===== config.mk =====
export PLATFORM = sky130hd
export DESIGN_NAME = mc_ctrl_fsm
export DESIGN_NICKNAME = d
export VERILOG_FILES = /design/src/rtl/mc_ctrl_fsm_pkg.sv /design/src/rtl/mc_op_decode.sv /design/src/rtl/mc_ctrl_fsm.sv
export SDC_FILE = /design/constraint.sdc
export NUM_CORES = 1
export LEC_CHECK = 0
export ABC_AREA = 1
export ABC_CLOCK_PERIOD_IN_PS = 1700
export BUFFER_PORTS_ARGS = -buffer_cell sky130_fd_sc_hd__buf_2
export CAP_MARGIN = 20
export CORE_MARGIN = 4
export CORE_UTILIZATION = 50
export DETAILED_ROUTE_END_ITERATION = 7
export GPL_ROUTABILITY_DRIVEN = 0
export PLACE_DENSITY = 0.8
export SYNTH_ARGS = -nofsm -noshare
export SYNTH_HDL_FRONTEND = slang
export SYNTH_HIERARCHICAL = 1
export SYNTH_SLANG_ARGS = --single-unit
export TNS_END_PERCENT = 50

===== constraint.sdc =====
create_clock -name clk -period 1.7 [get_ports clk]
set_input_delay 0.085 -clock clk [delete_from_list [all_inputs] [get_ports clk]]
set_output_delay 0.085 -clock clk [all_outputs]
set_load 0.02 [all_outputs]

===== src/rtl/mc_ctrl_fsm_pkg.sv =====
// Shared definitions for the multi-cycle MIPS control unit: state encodings,
// opcode constants, selector codes common with the datapath muxes.
package mc_ctrl_fsm_pkg;

    typedef enum logic [3:0] {
        S_IDLE   = 4'd0,
        S_FETCH  = 4'd1,
        S_DECODE = 4'd2,
        S_MEMADR = 4'd3,
        S_MEMRD  = 4'd4,
        S_MEMWB  = 4'd5,
        S_MEMWR  = 4'd6,
        S_EXEC   = 4'd7,
        S_RWB    = 4'd8,
        S_IEXEC  = 4'd9,
        S_IWB    = 4'd10,
        S_BRANCH = 4'd11,
        S_JUMP   = 4'd12,
        S_JAL    = 4'd13
    } state_t;

    localparam logic [5:0] OP_R    = 6'b000000;
    localparam logic [5:0] OP_J    = 6'b000010;
    localparam logic [5:0] OP_JAL  = 6'b000011;
    localparam logic [5:0] OP_BEQ  = 6'b000100;
    localparam logic [5:0] OP_ADDI = 6'b001000;
    localparam logic [5:0] OP_ORI  = 6'b001101;
    localparam logic [5:0] OP_LW   = 6'b100011;
    localparam logic [5:0] OP_SW   = 6'b101011;

    localparam logic [1:0] PCSRC_ALU  = 2'b00;
    localparam logic [1:0] PCSRC_OUT  = 2'b01;
    localparam logic [1:0] PCSRC_JMP  = 2'b10;
    localparam logic [1:0] SRCB_REG   = 2'b00;
    localparam logic [1:0] SRCB_FOUR  = 2'b01;
    localparam logic [1:0] SRCB_IMM   = 2'b10;
    localparam logic [1:0] ALU_ADD    = 2'b00;
    localparam logic [1:0] ALU_SUB    = 2'b01;
    localparam logic [1:0] ALU_FUNCT  = 2'b10;
    localparam logic [1:0] ALU_OR     = 2'b11;
    localparam logic [1:0] RDST_RT    = 2'b00;
    localparam logic [1:0] RDST_RD    = 2'b01;
    localparam logic [1:0] RDST_RA    = 2'b10;
    localparam logic [1:0] WB_ALU     = 2'b00;
    localparam logic [1:0] WB_MDR     = 2'b01;
    localparam logic [1:0] WB_PC      = 2'b10;

    typedef struct packed {
        logic lw;
        logic sw;
        logic rtype;
        logic beq;
        logic addi;
        logic ori;
        logic j;
        logic jal;
    } op_cls_t;

    // fetch/pc_write/branch are qualifiers: the real enables are
    // combined with mem_ready / alu_zero in the top.
    typedef struct packed {
        logic       mem_req;
        logic       mem_we;
        logic       iord;
        logic       fetch;
        logic       pc_write;
        logic       branch;
        logic [1:0] pcsrc;
        logic       alusrca;
        logic [1:0] alusrcb;
        logic       ext_sel;
        logic       imm_shift;
        logic [1:0] alu_op;
        logic [1:0] regdst;
        logic [1:0] memtoreg;
        logic       reg_we;
    } ctrl_t;

    function automatic ctrl_t moore_ctrl(input state_t s,
                                         input logic   is_addi);
        ctrl_t c;
        c = '0;
        unique case (s)
            S_FETCH: begin
                c.mem_req = 1'b1;
                c.fetch   = 1'b1;
                c.alusrcb = SRCB_FOUR;
            end
            S_DECODE: begin
                c.alusrcb   = SRCB_IMM;
                c.ext_sel   = 1'b1;
                c.imm_shift = 1'b1;
            end
            S_MEMADR: begin
                c.alusrca = 1'b1;
                c.alusrcb = SRCB_IMM;
                c.ext_sel = 1'b1;
            end
            S_MEMRD: begin
                c.mem_req = 1'b1;
                c.iord    = 1'b1;
            end
            S_MEMWB: begin
                c.reg_we   = 1'b1;
                c.memtoreg = WB_MDR;
            end
            S_MEMWR: begin
                c.mem_req = 1'b1;
                c.mem_we  = 1'b1;
                c.iord    = 1'b1;
            end
            S_EXEC: begin
                c.alusrca = 1'b1;
                c.alu_op  = ALU_FUNCT;
            end
            S_RWB: begin
                c.reg_we = 1'b1;
                c.regdst = RDST_RD;
            end
            S_IEXEC: begin
                c.alusrca = 1'b1;
                c.alusrcb = SRCB_IMM;
                c.ext_sel = is_addi;
                c.alu_op  = is_addi ? ALU_ADD : ALU_OR;
            end
            S_IWB: begin
                c.reg_we = 1'b1;
            end
            S_BRANCH: begin
                c.alusrca = 1'b1;
                c.alu_op  = ALU_SUB;
                c.pcsrc   = PCSRC_OUT;
                c.branch  = 1'b1;
            end
            S_JUMP: begin
                c.pcsrc    = PCSRC_JMP;
                c.pc_write = 1'b1;
            end
            S_JAL: begin
                c.pcsrc    = PCSRC_JMP;
                c.pc_write = 1'b1;
                c.reg_we   = 1'b1;
                c.regdst   = RDST_RA;
                c.memtoreg = WB_PC;
            end
            default: ;
        endcase
        return c;
    endfunction

endpackage


===== src/rtl/mc_op_decode.sv =====
// Opcode classifier: one-hot instruction class plus illegal flag.
// Ports: i_opcode (IR[31:26]) -> o_cls (one-hot), o_illegal.
module mc_op_decode
    import mc_ctrl_fsm_pkg::*;
(
    input  logic [5:0] i_opcode,
    output op_cls_t    o_cls,
    output logic       o_illegal
);

    always_comb begin
        o_cls     = '0;
        o_illegal = 1'b0;
        unique case (i_opcode)
            OP_LW:   o_cls.lw    = 1'b1;
            OP_SW:   o_cls.sw    = 1'b1;
            OP_R:    o_cls.rtype = 1'b1;
            OP_BEQ:  o_cls.beq   = 1'b1;
            OP_ADDI: o_cls.addi  = 1'b1;
            OP_ORI:  o_cls.ori   = 1'b1;
            OP_J:    o_cls.j     = 1'b1;
            OP_JAL:  o_cls.jal   = 1'b1;
            default: o_illegal   = 1'b1;
        endcase
    end

endmodule


===== src/rtl/mc_ctrl_fsm.sv =====
// Multi-cycle MIPS control FSM: sequences the shared datapath selectors,
// enables and memory requests; counts retired instructions.
// Ports: clk, rst_n, opcode, funct, alu_zero, mem_ready in; datapath
// controls, illegal_op pulse, instr_cnt and debug state out.
module mc_ctrl_fsm
    import mc_ctrl_fsm_pkg::*;
#(
    parameter int CNT_W = 32
) (
    input  logic             clk,
    input  logic             rst_n,
    input  logic [5:0]       opcode,
    input  logic [5:0]       funct,
    input  logic             alu_zero,
    input  logic             mem_ready,
    output logic             mem_req,
    output logic             mem_we,
    output logic             iord,
    output logic             ir_we,
    output logic             pc_we,
    output logic [1:0]       pcsrc,
    output logic             alusrca,
    output logic [1:0]       alusrcb,
    output logic             ext_sel,
    output logic             imm_shift,
    output logic [1:0]       alu_op,
    output logic [1:0]       regdst,
    output logic [1:0]       memtoreg,
    output logic             reg_we,
    output logic             illegal_op,
    output logic [CNT_W-1:0] instr_cnt,
    output logic [3:0]       state
);

    state_t            r_state;
    state_t            w_nxt;
    ctrl_t             r_ctrl;
    logic [CNT_W-1:0]  r_cnt;
    op_cls_t           w_cls;
    logic              w_ill;
    logic              w_retire;
    logic              w_unused_funct;

    // funct is consumed by the ALU control, not by sequencing
    assign w_unused_funct = ^funct;

    mc_op_decode u_dec (
        .i_opcode  (opcode),
        .o_cls     (w_cls),
        .o_illegal (w_ill)
    );

    always_comb begin
        w_nxt = r_state;
        unique case (r_state)
            S_IDLE:   w_nxt = S_FETCH;
            S_FETCH:  if (mem_ready) w_nxt = S_DECODE;
            S_DECODE: begin
                unique case (1'b1)
                    w_cls.lw,
                    w_cls.sw:    w_nxt = S_MEMADR;
                    w_cls.rtype: w_nxt = S_EXEC;
                    w_cls.beq:   w_nxt = S_BRANCH;
                    w_cls.addi,
                    w_cls.ori:   w_nxt = S_IEXEC;
                    w_cls.j:     w_nxt = S_JUMP;
                    w_cls.jal:   w_nxt = S_JAL;
                    default:     w_nxt = S_FETCH;
                endcase
            end
            S_MEMADR: w_nxt = w_cls.sw ? S_MEMWR : S_MEMRD;
            S_MEMRD:  if (mem_ready) w_nxt = S_MEMWB;
            S_MEMWB:  w_nxt = S_FETCH;
            S_MEMWR:  if (mem_ready) w_nxt = S_FETCH;
            S_EXEC:   w_nxt = S_RWB;
            S_RWB:    w_nxt = S_FETCH;
            S_IEXEC:  w_nxt = S_IWB;
            S_IWB:    w_nxt = S_FETCH;
            S_BRANCH: w_nxt = S_FETCH;
            S_JUMP:   w_nxt = S_FETCH;
            S_JAL:    w_nxt = S_FETCH;
            default:  w_nxt = S_IDLE;
        endcase
    end

    // Entering FETCH from a work state retires; IDLE start,
    // fetch stalls and illegal-op aborts do not.
    assign w_retire = (w_nxt == S_FETCH) &&
        !(r_state inside {S_IDLE, S_FETCH, S_DECODE});

    // Controls are registered from the next state so they
    // line up with r_state without a decode after the flop.
    always_ff @(posedge clk or negedge rst_n) begin
        if (!rst_n) begin
            r_state <= S_IDLE;
            r_ctrl  <= '0;
            r_cnt   <= '0;
        end else begin
            r_state <= w_nxt;
            r_ctrl  <= moore_ctrl(w_nxt, w_cls.addi);
            if (w_retire) r_cnt <= r_cnt + CNT_W'(1);
        end
    end

    assign mem_req    = r_ctrl.mem_req;
    assign mem_we     = r_ctrl.mem_we;
    assign iord       = r_ctrl.iord;
    assign ir_we      = r_ctrl.fetch & mem_ready;
    assign pc_we      = r_ctrl.pc_write
                      | (r_ctrl.branch & alu_zero)
                      | (r_ctrl.fetch & mem_ready);
    assign pcsrc      = r_ctrl.pcsrc;
    assign alusrca    = r_ctrl.alusrca;
    assign alusrcb    = r_ctrl.alusrcb;
    assign ext_sel    = r_ctrl.ext_sel;
    assign imm_shift  = r_ctrl.imm_shift;
    assign alu_op     = r_ctrl.alu_op;
    assign regdst     = r_ctrl.regdst;
    assign memtoreg   = r_ctrl.memtoreg;
    assign reg_we     = r_ctrl.reg_we;
    assign illegal_op = (r_state == S_DECODE) & w_ill;
    assign instr_cnt  = r_cnt;
    assign state      = r_state;

endmodule


# Word-level counts from Yosys, hierarchy flattened
# Index checks and enable logic that the tools add are counted.
[classes]
n_addsub = 1
n_eq_ne = 33
mux = 31
n_bitwise = 5
n_reduce_logical = 16
[op_table]
columns = ["cell", "n"]
rows = [
  ["equality test 4 bit, second input constant", 12],
  ["adder 32 x 1 -> 32 bit, second input constant", 1],
  ["equality test 4 x 3 -> 1 bit, second input constant", 8],
  ["one-hot mux 4 bit (8 select lines)", 1],
  ["one-hot mux 4 bit (6 select lines)", 1],
  ["two-way mux 1 bit", 18],
  ["equality test 4 x 2 -> 1 bit, second input constant", 4],
  ["one-hot mux 2 bit (2 select lines)", 4],
  ["equality test 6 x 2 -> 1 bit, second input constant", 2],
  ["equality test 6 x 4 -> 1 bit, second input constant", 2],
  ["equality test 6 bit, second input constant", 2],
  ["two-way mux 4 bit", 3],
  ["OR reduction 2 bit", 5],
  ["equality test 4 x 1 -> 1 bit, second input constant", 2],
  ["OR reduction 4 bit", 2],
  ["OR reduction 8 bit", 1],
  ["OR reduction 7 bit", 1],
  ["equality test 6 x 3 -> 1 bit, second input constant", 1],
  ["logical NOT 6 bit", 1],
  ["one-hot mux 2 bit (3 select lines)", 1],
  ["OR reduction 3 bit", 2],
  ["logical NOT 4 bit", 1],
  ["two-way mux 2 bit", 2],
  ["AND 1 bit", 3],
  ["other kinds (5)", 6],
]
[word_totals]
reg_bits = 56
input_bits = 16
output_inout_bits = 56
wordCells = 103

# Depth between registers and ports, before layout
# Gate-level depths: netlist (run 1).
[logic_depth]
word_depth = 8
depth_mapped = 13
mapped_depth_nobuf = 12

# By module
# The synthesis (run 1) kept the hierarchy.
[by_module_without_submodules]
columns = ["module", "n_inst", "cells_each", "area_per_inst_um2", "seq_area_each_um2"]
rows = [
  ["mc_ctrl_fsm", 1, 499, 3439.5, 1351.3],
  ["mc_op_decode", 1, 29, 125.1, 0.0],
]

# Worst setup path after synthesis (run 1)
# No wires, ideal clock.
[synth_timing]
path_kind = "register -> register"
start = "register r_cnt[0] (netlist: instr_cnt[0])"
end = "register r_cnt[30] (netlist: instr_cnt[30])"
setup_time_ps = 117
arrival_ps = 1645
required_time_ps = 1583
path_slack_ps = -63
stages_incl_launch_ff = 11
path_buffers = 0
synth_period_minus_slack_ps = 1763
path_cell_list = "dfrtp_1 -> ha_1 -> inv_1 -> nor2_2 -> nand2_1 -> nor2_1 -> nand2_1 -> nand2_1 -> nand2_1 -> nand4_1 -> nand2_1"
[synth_between]
elab_chain_len = 1
[synth_lines]
columns = ["element", "line_no", "rtl"]
rows = [
  ["start: declaration", "mc_ctrl_fsm.sv:38", "logic [CNT_W-1:0] r_cnt;"],
  ["start signal: assignment", "mc_ctrl_fsm.sv:101", "if (w_retire) r_cnt <= r_cnt + CNT_W'(1);"],
  ["adder 32 x 1 -> 32 bit", "mc_ctrl_fsm.sv:101", ""],
]
# No other way between the ends.
# A chain may end at the register's enable or synchronous reset.

# Worst setup path in the final report (run 1)
[layout_timing]
start = "register r_state[2] (netlist: state[2])"
end = "register r_cnt[16] (netlist: instr_cnt[16])"
[layout_between]
elab_chain_len = 5
word_cells_on_any_way = 23
classes_between = "14 x eq/ne; 4 x mux; 5 x reduce/logical"
[layout_lines]
columns = ["element", "line_no", "rtl"]
rows = [
  ["start: declaration", "mc_ctrl_fsm.sv:35", "state_t r_state;"],
  ["start signal: assignment", "mc_ctrl_fsm.sv:99", "r_state <= w_nxt;"],
  ["equality test 4 bit (tied with other cells)", "mc_ctrl_fsm.sv:55", "unique case (r_state)"],
  ["OR reduction 7 bit (no source line)", "n/a", ""],
  ["one-hot mux 4 bit (8 select lines)", "mc_ctrl_fsm.sv:55", ""],
  ["equality test 4 x 1 -> 1 bit", "mc_ctrl_fsm.sv:88", "assign w_retire = (w_nxt == S_FETCH) &&"],
  ["logical AND 1 bit *", "mc_ctrl_fsm.sv:88", ""],
]
# Every way passes the cells marked *; elsewhere a longest branch is shown, timed or not.

==> run metrics, run 1 <==
status=complete, but fails checks; failing checks=negative setup slack; row cnt=30; sequential area share after synthesis=0.379; crit path kind=reg2reg; clk_skew=0.0101 ns; sinks on the clock net=54; Antenna Cells=0; critical path depth in cells=11; CP top delay family=simple AND/OR/NAND/NOR gates; initial antenna violation count=0; 1st-pass router iterations=5; Final Util=0.675; core area=6870 um^2; WP data required=1.90 ns; mapped cell area=3560 um^2; final worst-path setup slack=-0.134 ns; critical-path cell list=inv_2, nand2_2, nor2_4, buf_6, nand2_4, nand3_1, nor2_2, nand4_4, clkbuf_16, nand2_2, nand2_1; grt ovf=0; fin nets=648; crit path buf inv count=3; Final Hold Viols=0; RR Endpoint=instr_cnt[16]; Relative slew margins=0.735; Gate power share=0.643; P&R area growth vs syn=30.0%; clock latency on the worst-skew pair=0.31 ns; Compound-Gate Fraction of Synth Area=0.0168; Yosys top cell by area=dfrtp_1; CP peak stage delay=0.42 ns; average wire per standard cell=15.8 um; Simple-Gate Fraction of Synth Area=0.466; Die ar.=8540 um^2; sw power=0.00317 W; Worst R2R Start=state[2]; count of different cell masters after synthesis=29; Clock Tree Root=clkbuf_8; Slew Limit Fails=0; Synth Area in Adders=0.00351; first-pass GRT wire length=16600 um; clock network fraction of design power=0.113; FFs w/ async S/R, synth=1.00; input/output buffers=65; largest net degree at the start of global routing=33; slowest library cell on the worst path=dfrtp_1; Initial Util=0.519; Num CTS Buffers=5; DRT antenna net count=0; CTS H-tree depth=2; critical path peak fanout=7; FF/Latch Area=1360 um^2; Worst Setup SP=state[2]; share of cells above drive strength 1=0.299; Initial DRC Count=329; die width=92.4 um; clock slew at the register clock pins of the worst setup and hold paths=0.10 ns; crit path time final=1.83 ns; multiplexer share of the synthesized area=0; XOR/XNOR share of the synthesized area=0.0319; count leader, synth=nand2_1; number of global-route vias before repair=3563; worst-margin pin slew=0.398 ns; Ports=72; worst vdd ir=1.33 mV; total number of vias=3939; main combinational cell family by area after synthesis=simple AND/OR/NAND/NOR gates; vias per cell=5.41; Critical Path Source Type=flop; Reg2Reg Setup Slack=-0.13 ns; drt drc=0; internal power=0.00357 W; CTS tree=yes; Finished Cell Area=4640 um^2; Post-synth EDFFs=0; WP data arrival=2.03 ns; RSZ-0062 raised after global routing=true; fin crit share=1.08; Overall Global Routing Usage=0.240; Ys Warns=6; Setup crit end kind=flop; post-synth top area share=0.379; Max Root-Sink Buffers=2; Synth Flop Type=dfrtp_1; LEAKAGE=2.53 nW; Post-synth top cells=205 x nand2_1, 80 x nor2_1, 54 x dfrtp_1; Die Span Y=92.4 um; Design Power=0.00674 W; filler instances=555; Hold Path Class=in2reg; Pwr Density=1450 nW/um^2; CP endpoint=instr_cnt[16]; dominant cells by area after synthesis=dfrtp_1 38%, nand2_1 22%, nor2_1 8.4%; Sequential Power Share=0.245; switching share of power=0.470; R2R cell count=11; WL final=11500 um; DP Area=4140 um^2; FMAX=545 MHz; Mapped Cells=528; # setup viols final=37; Crit path top cell by count=nand2_2; area of the multi-input gates=2050 um^2; hpwl dp=7340 um; Syn Area/Cell=6.75 um^2; Mapped Nets=545; Yosys reg bits=54; max cap viols=0
## state kept, by name, summed over array words and instances, names as in the netlist
signal,cells
instr_cnt,32
r_ctrl,2
mem_req,1
memtoreg,2
alu_op,2
regdst,1
mem_we,1
alusrcb,2
pcsrc,2
state,4
iord,1
reg_we,1
ext_sel,1
imm_shift,1
alusrca,1
## tightest hold or removal path: stages
cell     delay (ns)
buf_2          0.16
inv_2          0.09
a21oi_1        0.07
## metal layers
layer / vias to the layer above / wire (um) / GRT usage
li1: 1859 / - / -
met1: 1819 / 4430 / 0.312
met2: 229 / 5850 / 0.408
met3: 32 / 932 / 0.0341
met4: 0 / 256 / 0.0866
met5: - / 0 / 0
## layout by cell type (no fill, tap or decap), drive strengths merged
cell type      n
dlygate4sd3    1
nand3         36
a21oi          2
o31ai          1
clkinv         1
inv           52
nand4         34
nand3b         1
nand2        209
nor3           1
clkbuf         8
o21ai          7
xnor2          5
dfrtp         54
o211ai         1
ha             1
nor2          97
buf          113
xor2           8
## worst min path at each step
stage	startpoint	to	slack (ns)	cells after the start
6_report	mem_ready	memtoreg[0]	0.13	3
5_1_grt	mem_ready	memtoreg[0]	0.12	3
4_1_cts	mem_ready	memtoreg[0]	0.11	3
3_5_place_dp	rst_n	state[1]	0.04	1
3_3_place_gp	rst_n	state[1]	0.03	1
2_1_floorplan	rst_n	alu_op[0]	-0.21	0
## stage by stage
step / setup slack (ns) / setup TNS [ns] / instances / hold WS [ns]
finish: -0.134 / -3.89 / 728 / 0.126
global route: -0.208 / -6.90 / 728 / 0.121
CTS: 0.00386 / 0 / 721 / 0.106
detailed placement: -0.216 / -4.20 / 700 / 0.0370
global placement: -0.0522 / -1.42 / 700 / 0.0278
floorplan: 0.0294 / 0 / 528 / -0.211
## power groups by stage
stage / Combinational, W / Sequential [W] / Clock [W]
floorplan: 0.00185 / 0.00183 / 0
detailed placement: 0.00300 / 0.00165 / 0
global route: 0.00452 / 0.00167 / 0.000825
CTS: 0.00360 / 0.00163 / 0.000764
finish: 0.00434 / 0.00165 / 0.000760
global placement: 0.00293 / 0.00164 / 0
## kinds of logic after synthesis
kind of cell,Yosys count
AND/OR/NAND/NOR,375
buffers and inverters,74
flip-flops,54
XOR/XNOR,13
AO/OA/AOI/OAI,11
adder cells (fa/ha/maj),1
## timing repair
item | 4_1_cts | 5_1_grt
setup buffers | 9 | 6
resized for setup | 14 | 48
cloned | 3 | 1
endpoints found under the setup margin | 40 | 43
pin swaps | 8 | 15
endpoints found under the hold margin | 14 | 0
hold buffers | 1 | 0
## cell type report
| cell class | instances | share of cell area |
|---|---|---|
| clock buffer | 7 | 0.0186 |
| clock inverter | 1 | 0.00108 |
| inverter | 52 | 0.0421 |
| multi-input combinational | 403 | 0.443 |
| sequential | 54 | 0.293 |
| tap | 96 | 0.0259 |
| timing repair buffer | 115 | 0.177 |
No activity file was read; power rests on OpenSTA's default activity.
==> run 2: changes to the inputs <==
--- a/config.mk
+++ b/config.mk
@@ -14,6 +14,7 @@
 export DETAILED_ROUTE_END_ITERATION = 7
 export GPL_ROUTABILITY_DRIVEN = 0
 export PLACE_DENSITY = 0.8
+export REMOVE_ABC_BUFFERS = 1
 export SYNTH_ARGS = -nofsm -noshare
 export SYNTH_HDL_FRONTEND = slang
 export SYNTH_HIERARCHICAL = 1
==> run 2 against run 1 <==
The run still ends with negative setup slack left. Cell area is 3.2% higher. Sequential share of layout area down 0.93 points. Core utilization is 2.1 points higher. Critical path depth is 4 lower. Final cell count increased by 2.5%. Clock power hardly changed. Combinational power rose by 3%. Sequential cell count stayed put. Wire length grew 2.6%. Critical endpoint is now instr_cnt[1].
==> run metrics, run 2 (synthesis gave the netlist of run 1 again) <==
WHS Path Cells=3; crit path kind=reg2reg; status=complete, but fails checks; Max Root-Sink Buffers=2; clock latency on the worst-skew pair=0.32 ns; average wire per standard cell=15.8 um; Overall Global Routing Usage=0.274; Die ar.=8540 um^2; CTS tree=yes; CTS H-tree depth=2; DP Area=4220 um^2; row cnt=30; Hold Path Class=in2reg; share of cells above drive strength 1=0.308; max reg flops=32; WP data required=1.96 ns; LEAKAGE=2.59 nW; filler instances=513; area of the multi-input gates=2040 um^2; Antenna Cells=0; core area=6870 um^2; WP data arrival=2.11 ns; FMAX=542 MHz; Pwr Density=1440 nW/um^2; Gate power share=0.648; worst vdd ir=1.09 mV; crit path time final=1.84 ns; worst-margin pin slew=0.685 ns; Num CTS Buffers=5; Clock Tree Root=clkbuf_8; number of global-route vias before repair=4066; die width=92.4 um; fin nets=666; sw power=0.00328 W; final worst-path setup slack=-0.144 ns; initial antenna violation count=0; critical path peak fanout=5; total number of vias=4123; P&R area growth vs syn=34.2%; Initial DRC Count=421; Setup crit end kind=flop; clock network fraction of design power=0.110; R2R cell count=7; Die Span Y=92.4 um; Sequential Power Share=0.242; hpwl dp=7230 um; input/output buffers=65; FF/Latch Area=1360 um^2; most frequent cells in the layout=192 x nand2_1, 74 x nor2_1, 64 x buf_2; switching share of power=0.475; fin crit share=1.08; most common cell after layout, fill and taps aside=nand2_1; Slew Limit Fails=0; RSZ-0062 raised after global routing=true; grt ovf=0; clock slew at the register clock pins of the worst setup and hold paths=0.10 ns; vias per cell=5.53; Critical Path Source Type=flop; largest net degree at the start of global routing=55; drt drc=0; Finished Cell Area=4780 um^2; WL final=11800 um; 1st-pass router iterations=5; first-pass GRT wire length=18800 um; total negative setup slack=-3.14 ns; sinks on the clock net=54; Relative slew margins=0.543; Ports=72; # setup viols final=40; max cap viols=0; clk_skew=0.00894 ns; internal power=0.00362 W; failing checks=negative setup slack; Initial Util=0.519; Final Hold Viols=0; DRT antenna net count=0
==> run 2: cell count changes in the layout (fill, tap and decap cells not counted), sizes merged <==
cell / delta
nor2: +1
clkbuf: -3
clkinvlp: +1
inv: +1
buf: +18
==> run 2: repair_timing <==
item,in CTS,in global routing
pin swaps,22,17
gates cloned,4,0
hold buffers,1,0
endpoints found under the hold margin,54,0
gates resized for setup,25,30
setup buffers,13,6
endpoints found under the setup margin,41,45
==> run 2: worst paths after layout <==
check	from	slack, ns	endpoint
setup / recovery	state[3]	-0.14	instr_cnt[1]
hold / removal	mem_ready	0.08	memtoreg[0]
setup reg to reg	state[3]	-0.14	instr_cnt[1]
hold reg to reg	instr_cnt[31]	0.56	instr_cnt[31]
max in group asynchronous	rst_n	0.79	state[3]
min in group asynchronous	rst_n	0.42	instr_cnt[20]
==> run 2: per-stage QoR <==
| step | power (W) | std cells | utilization | hold WS (ns) | setup WS (ns) |
|---|---|---|---|---|---|
| after global routing | 0.00722 | 746 | 0.696 | 0.0973 | -0.203 |
| after floorplan | 0.00331 | 506 | - | -0.211 | -0.299 |
| after CTS | 0.00633 | 740 | 0.668 | 0.0381 | -0.0267 |
| after global placement | 0.00451 | 714 | 0.614 | 0.242 | -0.275 |
| after detailed placement | 0.00458 | 714 | 0.614 | 0.249 | -0.344 |
| final | 0.00690 | 746 | 0.696 | 0.0825 | -0.144 |
==> run 2: layout make-up <==
cell class / instances / area share
Clock buffer: 5 / 0.0144
Clock inverter: 3 / 0.00523
Inverter: 52 / 0.0419
Multi-Input combinational cell: 404 / 0.427
Sequential cell: 54 / 0.283
Tap cell: 96 / 0.0251
Timing Repair Buffer: 132 / 0.203
==> run 2: power groups by stage <==
| stage | Clock (W) | Combinational, W | Sequential [W] |
|---|---|---|---|
| finish | 0.000763 | 0.00447 | 0.00167 |
| CTS | 0.000771 | 0.00392 | 0.00164 |
| global route | 0.000826 | 0.00470 | 0.00169 |
| floorplan | 0 | 0.00143 | 0.00188 |
| global placement | 0 | 0.00286 | 0.00164 |
| detailed placement | 0 | 0.00293 | 0.00165 |
==> run 2: routing by layer <==
metal | global-route usage | up-vias | part of all wire
li1 | - | 1902 | -
met1 | 0.333 | 1888 | 0.38
met2 | 0.451 | 265 | 0.47
met3 | 0.0577 | 68 | 0.093
met4 | 0.152 | 0 | 0.055
met5 | 0 | - | 0
==> run 2: worst max-delay path, stage by stage (launching register included) <==
cell and delay, ns:
dfrtp_2 0.50, buf_4 0.18, o211ai_1 0.29, nand3_4 0.24, buf_12 0.20, nor2_4 0.19, nand4_1 0.10, nand2_1 0.08
==> run 3: changes to the inputs <==
==> constraint.sdc (replaced) <==
create_clock -name clk -period 1.7 [get_ports clk]
set_input_delay 0.255 -clock clk [delete_from_list [all_inputs] [get_ports clk]]
set_output_delay 0.255 -clock clk [all_outputs]
set_load 0.02 [all_outputs]
==> run 3 against run 2 <==
The flow still finishes with violations (negative setup slack). Cell area is 4.8% lower. Core utilization shrank 3.3 points. Count of clock-buffer cells in the layout is the same. Final cell count fell by 2.7%. Highest routed layer unchanged.
==> run metrics, run 3 (synthesis gave the netlist of run 1 again) <==
slowest library cell on the worst path=dfrtp_1; vias per cell=5.31; met2 wire len=5260 um; total negative setup slack=-0.709 ns; P&R area growth vs syn=27.8%; Num CTS Buffers=5; Die Span Y=92.4 um; core area=6870 um^2; CTS tree=yes; clock slew at the register clock pins of the worst setup and hold paths=0.09 ns; LEAKAGE=2.52 nW; Ports=72; FF/Latch Area=1350 um^2; sinks on the clock net=54; share of cells above drive strength 1=0.294; Slew Limit Fails=0; most common cell after layout, fill and taps aside=nand2_1; Pwr Density=1340 nW/um^2; max cap viols=0; largest net degree at the start of global routing=34; failing checks=negative setup slack; die width=92.4 um; clk_skew=0.00972 ns; worst vdd ir=1.43 mV; first-pass GRT wire length=16600 um; Clock Tree Root=clkbuf_8; filler instances=576; WL final=10400 um; Antenna Cells=0; grt ovf=0; initial antenna violation count=0; total number of vias=3858; Initial Util=0.519; dpl ws=-0.308 ns; Final Hold Viols=0; max reg flops=32; critical path peak fanout=4; number of global-route vias before repair=3710; WP data arrival=1.49 ns; drt drc=0; hpwl dp=7110 um; crit path time final=1.75 ns; Overall Global Routing Usage=0.237; fin crit share=1.03; # setup viols final=33; final cell count without fillers=726; input/output buffers=65; RSZ-0062 raised after global routing=true; Critical Path Source Type=flop; M1 WL=4180 um; row cnt=30; Design Power=0.00611 W; average wire per standard cell=14.3 um; worst-margin pin slew=0.470 ns; DRT antenna net count=0; 1st-pass router iterations=5; area of the multi-input gates=1990 um^2; placed cells=707; Setup crit end kind=output port; CP peak stage delay=0.42 ns; fin nets=646; clock latency on the worst-skew pair=0.32 ns; final worst-path setup slack=-0.0460 ns; Relative slew margins=0.687; crit path kind=reg2out; FMAX=573 MHz; Highest Signal Layer=met4; Die ar.=8540 um^2; WP data required=1.44 ns; CTS H-tree depth=2; most frequent cells in the layout=188 x nand2_1, 71 x nor2_1, 64 x buf_2; WL met3=632 um; critical-path cell list=inv_2, nand2_2, nor2_4, inv_2, buf_4, nor2_2, buf_4; Max Root-Sink Buffers=2; Initial DRC Count=311; Hold Path Class=in2reg; status=complete, but fails checks
-- run 3: cell count changes in the layout (fill, tap and decap cells not counted), moves of 4 or more --
| cell | previous run | this run |
|---|---|---|
| nand2_1 | 192 | 188 |
| nor2_4 | 16 | 7 |
| buf_4 | 51 | 44 |
| nor2_2 | 6 | 14 |
| buf_6 | 7 | 2 |
| buf_12 | 9 | 4 |
-- run 3: cell type report --
type,instances,area share
inverter,52,0.0434
clock buffer,5,0.0151
sequential,54,0.297
tap,96,0.0264
clock inverter,3,0.00879
timing repair buffer,116,0.173
multi-input combinational,400,0.436
-- run 3: worst max-delay path: cells and delay by family, from the launching register on --
family / cells / cell delay (ns)
flops: 1 / 0.42
simple gates: 3 / 0.29
buf+inv: 4 / 0.45
-- run 3: where the power goes --
| part | internal (W) | switching, W |
|---|---|---|
| registers | 0.00148 | 0.000174 |
| clock network | 0.000434 | 0.000438 |
| logic | 0.00135 | 0.00223 |
| total | 0.00326 | 0.00285 |
-- run 3: worst paths after layout --
| kind | cells past startpoint | from | slack (ns) | end |
|---|---|---|---|---|
| max | 7 | state[2] | -0.05 | illegal_op |
| min | 3 | mem_ready | 0.28 | memtoreg[0] |
| max reg2reg | 10 | state[1] | -0.04 | instr_cnt[11] |
| min reg2reg | 2 | instr_cnt[30] | 0.58 | instr_cnt[30] |
| max in group asynchronous | 3 | rst_n | 0.63 | state[0] |
| min in group asynchronous | 2 | rst_n | 0.41 | instr_cnt[14] |
-- run 3: repair_timing --
item | 4_1_cts | 5_1_grt
pin swaps | 1 | 2
cloned | 0 | 1
setup buffers | 4 | 5
endpoints found under the setup margin | 15 | 46
gates resized for setup | 11 | 36
hold buffers | 1 | 0
endpoints found under the hold margin | 18 | 0
-- run 3: stage by stage --
stage / utilization / hold WS [ns] / instance area, um^2
detailed placement: 0.608 / 0.237 / 4180
global route: 0.663 / 0.277 / 4560
finish: 0.663 / 0.275 / 4560
CTS: 0.637 / 0.259 / 4380
floorplan: - / -0.0406 / 3400
global placement: 0.608 / 0.222 / 4180
-- run 3: routing by layer --
metal	vias up	GRT usage
li1	1856	-
met1	1793	0.292
met2	167	0.419
met3	42	0.0333
met4	0	0.0879
met5	-	0
